File: src/rtl/button_click_classifier.sv
// Classifies debounced button gestures as single click, double click or long press.
// Emits one registered pulse per gesture plus a latched last-event code and an event counter.
module button_click_classifier #(
  parameter int unsigned CNT_W      = 9,
  parameter int unsigned LONG_TICKS = 400,
  parameter int unsigned GAP_TICKS  = 100
) (
  input  logic       clk,
  input  logic       rst,
  input  logic       b_level,
  input  logic       b_pulse,
  output logic       single_click,
  output logic       double_click,
  output logic       long_press,
  output logic [1:0] last_event,
  output logic [7:0] event_count
);

  typedef enum logic [2:0] {
    StIdle,
    StPress1,
    StGap,
    StPress2,
    StLong
  } state_e;

  localparam logic [1:0] EvNone   = 2'b00;
  localparam logic [1:0] EvSingle = 2'b01;
  localparam logic [1:0] EvDouble = 2'b10;
  localparam logic [1:0] EvLong   = 2'b11;

  localparam logic [CNT_W-1:0] LongLast = CNT_W'(LONG_TICKS - 1);
  localparam logic [CNT_W-1:0] GapLast  = CNT_W'(GAP_TICKS - 1);

  state_e           state_q, state_d;
  logic [CNT_W-1:0] cnt_q, cnt_d;
  logic [1:0]       ev_d;

  always_comb begin
    state_d = state_q;
    cnt_d   = cnt_q;
    ev_d    = EvNone;
    unique case (state_q)
      StIdle: begin
        if (b_pulse) begin
          state_d = StPress1;
          cnt_d   = '0;
        end
      end
      StPress1: begin
        if (!b_level) begin
          state_d = StGap;
          cnt_d   = '0;
        end else if (cnt_q == LongLast) begin
          state_d = StLong;
          cnt_d   = '0;
          ev_d    = EvLong;
        end else begin
          cnt_d = cnt_q + 1'b1;
        end
      end
      StGap: begin
        // A second press landing on the timeout cycle still counts as a double click.
        if (b_pulse) begin
          state_d = StPress2;
          cnt_d   = '0;
        end else if (cnt_q == GapLast) begin
          state_d = StIdle;
          cnt_d   = '0;
          ev_d    = EvSingle;
        end else begin
          cnt_d = cnt_q + 1'b1;
        end
      end
      StPress2: begin
        cnt_d = '0;
        if (!b_level) begin
          state_d = StIdle;
          ev_d    = EvDouble;
        end
      end
      StLong: begin
        if (!b_level) begin
          state_d = StIdle;
          cnt_d   = '0;
        end
      end
      default: begin
        state_d = StIdle;
        cnt_d   = '0;
      end
    endcase
  end

  always_ff @(posedge clk) begin
    if (rst) begin
      state_q      <= StIdle;
      cnt_q        <= '0;
      single_click <= 1'b0;
      double_click <= 1'b0;
      long_press   <= 1'b0;
      last_event   <= EvNone;
      event_count  <= '0;
    end else begin
      state_q      <= state_d;
      cnt_q        <= cnt_d;
      single_click <= (ev_d == EvSingle);
      double_click <= (ev_d == EvDouble);
      long_press   <= (ev_d == EvLong);
      if (ev_d != EvNone) begin
        last_event  <= ev_d;
        event_count <= event_count + 8'd1;
      end
    end
  end

endmodule

File: config.mk
export PLATFORM = sky130hd
export DESIGN_NAME = button_click_classifier
export DESIGN_NICKNAME = d
export VERILOG_FILES = /design/src/rtl/button_click_classifier.sv
export SDC_FILE = /design/constraint.sdc
export NUM_CORES = 1
export LEC_CHECK = 0
export ABC_CLOCK_PERIOD_IN_PS = 1900
export CAP_MARGIN = 10
export CORE_UTILIZATION = 53
export DETAILED_ROUTE_END_ITERATION = 10
export PLACE_DENSITY = 0.77
export SYNTH_ARGS = -nofsm -noshare
export SYNTH_HDL_FRONTEND = slang
export SYNTH_SLANG_ARGS = --single-unit
File: constraint.sdc
create_clock -name clk -period 1.9 [get_ports clk]
set_input_delay 0.285 -clock clk [delete_from_list [all_inputs] [get_ports clk]]
set_output_delay 0.285 -clock clk [all_outputs]
set_load 0.005 [all_outputs]
[Word-level counts from Yosys, hierarchy flattened]
Cells that the tools add are included.
W data, S select, Z words.
Storage, ports and cells
  bits of input ports: 4
  word-level logic and storage cells: 48
  output and inout bits: 13
  register bits after elaboration: 25
Cells by class
  eq/ne operators: 14
  multiplexer cells: 20
  reductions and logical operators: 5
  add/sub/neg operators: 2
Operators with widths (number)
  $mux W9: 6
  $pmux W9 S4: 1
  $mux W3: 6
  $pmux W3 S4: 1
  $add A9 B1 Y9 const B: 1
  $eq A9 B7 Y1 const B: 1
  $eq A9 B9 Y1 const B: 1
  $add A8 B1 Y8 const B: 1
  $eq A3 B2 Y1 const B: 2
  $mux W2: 3
  $ne A2 B2 Y1 const B: 3
  $ne A3 B3 Y1 const B: 2
  $pmux W2 S3: 1
  $eq A2 B2 Y1 const B: 2
  $reduce_and A4 Y1: 1
  $eq A3 B1 Y1 const B: 1
  $eq A3 B3 Y1 const B: 1
  $logic_not A3 Y1: 1
  $eq A2 B1 Y1 const B: 1
  $mux W1: 2
  $reduce_and A2 Y1: 1
  $reduce_bool A2 Y1: 1
  $reduce_or A2 Y1: 1

[Depth between registers and ports, before layout]
  depth in word-level cells: 5
  mapped depth: 7

[Worst setup path before layout]
OpenSTA, ideal clock, no wires.
  path kind: register -> register
  start: register cnt_q[0]
  end: register state_q[0]
  slack: 0.159 ns
  cell stages (with the launch flop): 8
  required time: 1.829 ns
  data arrival time: 1.670 ns
  cell sequence: dfxtp_1 -> ha_1 -> and3_1 -> buf_4 -> and3_4 -> o21ai_2 -> or4b_1 -> a21oi_1
Between the ends
  word-level cells in the longest chain between the ends: 3
RTL lines
  start: declaration: line 36  | logic [CNT_W-1:0] cnt_q, cnt_d;
  start signal: assignment: line 106  | cnt_q <= cnt_d;
  $eq A9 B7 Y1 / $eq A9 B9 Y1 (equally long branches): line 67, 54
  $ne A3 B3 Y1 (no line)
  $reduce_and A4 Y1 (no line) (*)
  end signal: assignment: line 97  | state_q <= StIdle;
  end signal: assignment: line 105  | state_q <= state_d;
  end: declaration: line 35  | state_e state_q, state_d;
Mark *: on every way between the ends. The rest lies on a longest branch, timed or not.
A chain may end at the register's enable or synchronous reset.

[Worst setup path after layout]
  start: register cnt_q[3]
  end: register state_q[0]
Same word-level chain as after synthesis.

==> results.json <==
{
  "critical_path_class": "flip-flop to flip-flop",
  "wl_per_cell_um": 13.5,
  "ir_worst_vdd_uv": 452,
  "dr.pass1.iters": 5,
  "min_period_over_period": 0.967,
  "area_delta_synth_final_pct": 30.2,
  "grt_pass1_wl_um": 4660,
  "worstPathArrival_ps": 2100,
  "ys_ff_latch": 25,
  "diodes": 0,
  "slew_headroom": 0.740,
  "end_kind": "flip-flop",
  "cts.clk_slew.worst_paths_ps": 140,
  "yosysUniqueCellTypes": 42,
  "antenna_found_initial": 0,
  "drcViolationCount": 0,
  "die_h_um": 50.8,
  "yosys_warnings": 0,
  "num_rows": 17,
  "cts_made_buffers": 3,
  "tns_ps": 0,
  "status": "completed",
  "wirelength_um": 2670,
  "setup_slack_ps": 63.3,
  "cp_slowest_cell": "or4b_4",
  "cts_root_buffer": "clkbuf_4",
  "place_congestion": 0.769,
  "postRouteAntennaNets": 0,
  "num_io_pins": 17,
  "regArea_um2": 507,
  "fin_crit_ps": 1840,
  "portBuffers": 16,
  "die_w_um": 50.8,
  "cp_cell_sequence": "nor4_2 > a21bo_4 > o21ai_4 > or4b_4 > a21oi_2",
  "htree_levels": 1,
  "grt_overflow": 0,
  "drt-initial-drc-count": 22,
  "final_layout_size_suffix_gt1_frac": 0.229,
  "cp_slowest_stage_delay_ps": 530,
  "drv_slew": 0,
  "synth_top_area_cell": "dfxtp_1",
  "clock.fmax_mhz": 544,
  "crit_fanout": 8,
  "clock_skew_ps": 7.09,
  "post-place-ws_ps": -153,
  "clkSinkCount": 25,
  "synth.area.top_cells": "dfxtp_1 40%, xnor2_1 5.6%, a21oi_1 4.4%, nor2_1 3.6%, ha_1 3.0%",
  "cts_tree": "done",
  "grtUsageTotal": 0.235,
  "synth_fp_nets": 144,
  "start_kind": "flip-flop",
  "initial_utilization": 0.565,
  "nNetsFinal": 178,
  "core-area_um2": 2230,
  "required_ps": 2170,
  "multiInputGateArea_um2": 778,
  "final_cell_mix": "22 x dfxtp_1, 17 x buf_4, 16 x clkdlybuf4s50_1",
  "hp-start": "last_event[1]",
  "clk_path_buf_depth": 2,
  "fillCellCount": 165,
  "clock_latency_ps": 320,
  "dieArea_um2": 2580,
  "rsz0062_at_grt": "true",
  "syn_avg_cell_area_um2": 9.21,
  "grt_pass1_vias": 1117,
  "dr_total_vias": 1155,
  "layout_commonest_cell": "dfxtp_1",
  "powerDensity_nw_per_um2": 604,
  "maxCapViolCount": 0,
  "yosysTopAreaCellShare": 0.397,
  "postSynthCellCount": 137,
  "yosysSeqAreaShare": 0.397,
  "crit_path_start": "cnt_q[3]",
  "r2r-start": "cnt_q[3]",
  "p_leak_nw": 0.589,
  "grt_max_degree": 16,
  "max_slew.worst_pin.slew_ps": 387,
  "setup-violations-final": 0,
  "hold_viol_final": 0,
  "hpwlAfterDp_um": 2080,
  "netlist_area_um2": 1260,
  "via_per_inst": 5.83,
  "hold_class": "flip-flop to flip-flop"
}
-- registers in the layout, indices dropped and copies added (netlist names) --
name          count
single_click      1
cnt_q             9
double_click      1
state_q           3
long_press        1
event_count       8
last_event        2
-- final cells by class --
type                    instances  area share
repair buffers                 33       0.175
flip-flops and latches         25       0.309
well taps                      28      0.0213
clock inverters                 1     0.00457
multi-input cells             107       0.474
inverters                       1     0.00229
clock buffers                   3      0.0137
-- worst paths after layout --
check | end | slack, ps | cells after the start
setup / recovery | state_q[0] | 60 | 5
hold / removal | last_event[1] | 480 | 2
hold reg to reg | last_event[1] | 480 | 2
setup reg to reg | state_q[0] | 60 | 5
-- cells in the mapped netlist, drive strengths merged --
| library cell | count |
|---|---|
| buf | 2 |
| o21a | 2 |
| nand3 | 4 |
| inv | 1 |
| a21o | 2 |
| and3b | 1 |
| a31oi | 3 |
| a21bo | 1 |
| o21ai | 6 |
| nand2b | 3 |
| a21oi | 11 |
| nand2 | 7 |
| o31a | 1 |
| nor3b | 1 |
| nor3 | 2 |
| or4b | 1 |
| mux2i | 1 |
| ha | 3 |
| clkbuf | 2 |
| nand3b | 3 |
| xnor2 | 8 |
| o311ai | 1 |
| nor4 | 2 |
| a22oi | 1 |
| or3 | 3 |
| a211oi | 1 |
| and2 | 5 |
| and3 | 5 |
| and4bb | 1 |
| and4b | 1 |
| nor2 | 12 |
| nand4 | 5 |
| and4 | 1 |
| a311oi | 3 |
| nor2b | 4 |
| dfxtp | 25 |
| nor4b | 2 |
-- report_power, final --
group	internal (mW)	leakage (nW)	switching, mW	total, mW
Sequential	0.541	0.203	0.0206	0.561
Clock	0.0804	0.0139	0.165	0.245
Combinational	0.0976	0.372	0.0875	0.185
-- logic make-up after synthesis --
family	Yosys count	synth area share
flops	25	0.397
simple gates	63	0.312
xor+xnor	8	0.0556
buf+inv	5	0.0208
mux	1	0.00794
fa+ha+maj	3	0.0298
compound gates	32	0.178
-- stage by stage --
stage	cell area (µm²)	utilization	instances	hold WS [ps]	power [mW]
final	1640	0.735	198	477	0.991
after global routing	1640	0.735	198	493	1.04
after CTS	1590	0.710	197	479	0.969
after detailed placement	1550	0.696	193	459	0.728
after global placement	1550	0.696	193	441	0.719
after floorplan	1260	-	137	364	0.662
-- worst max-delay path: cells and delay by family, from the launching register on --
kind | cells | cell delay, ps
flops | 1 | 380
simple gates | 2 | 960
compound gates | 3 | 450
-- layer usage --
layer,GRT usage,up-vias,wire length [µm]
met5,0,-,0
met3,0.0303,2,57
met1,0.280,564,1200
met4,0.0972,0,14
li1,-,573,-
met2,0.418,16,1390
-- repair_timing --
action	4_1_cts	5_1_grt
pin swaps	0	3
resized for setup	2	11
endpoints found under the setup margin	1	10
hold buffers	0	0
buffers inserted	0	1
endpoints found under the hold margin	0	0
Power figures use the tool's default switching activity.
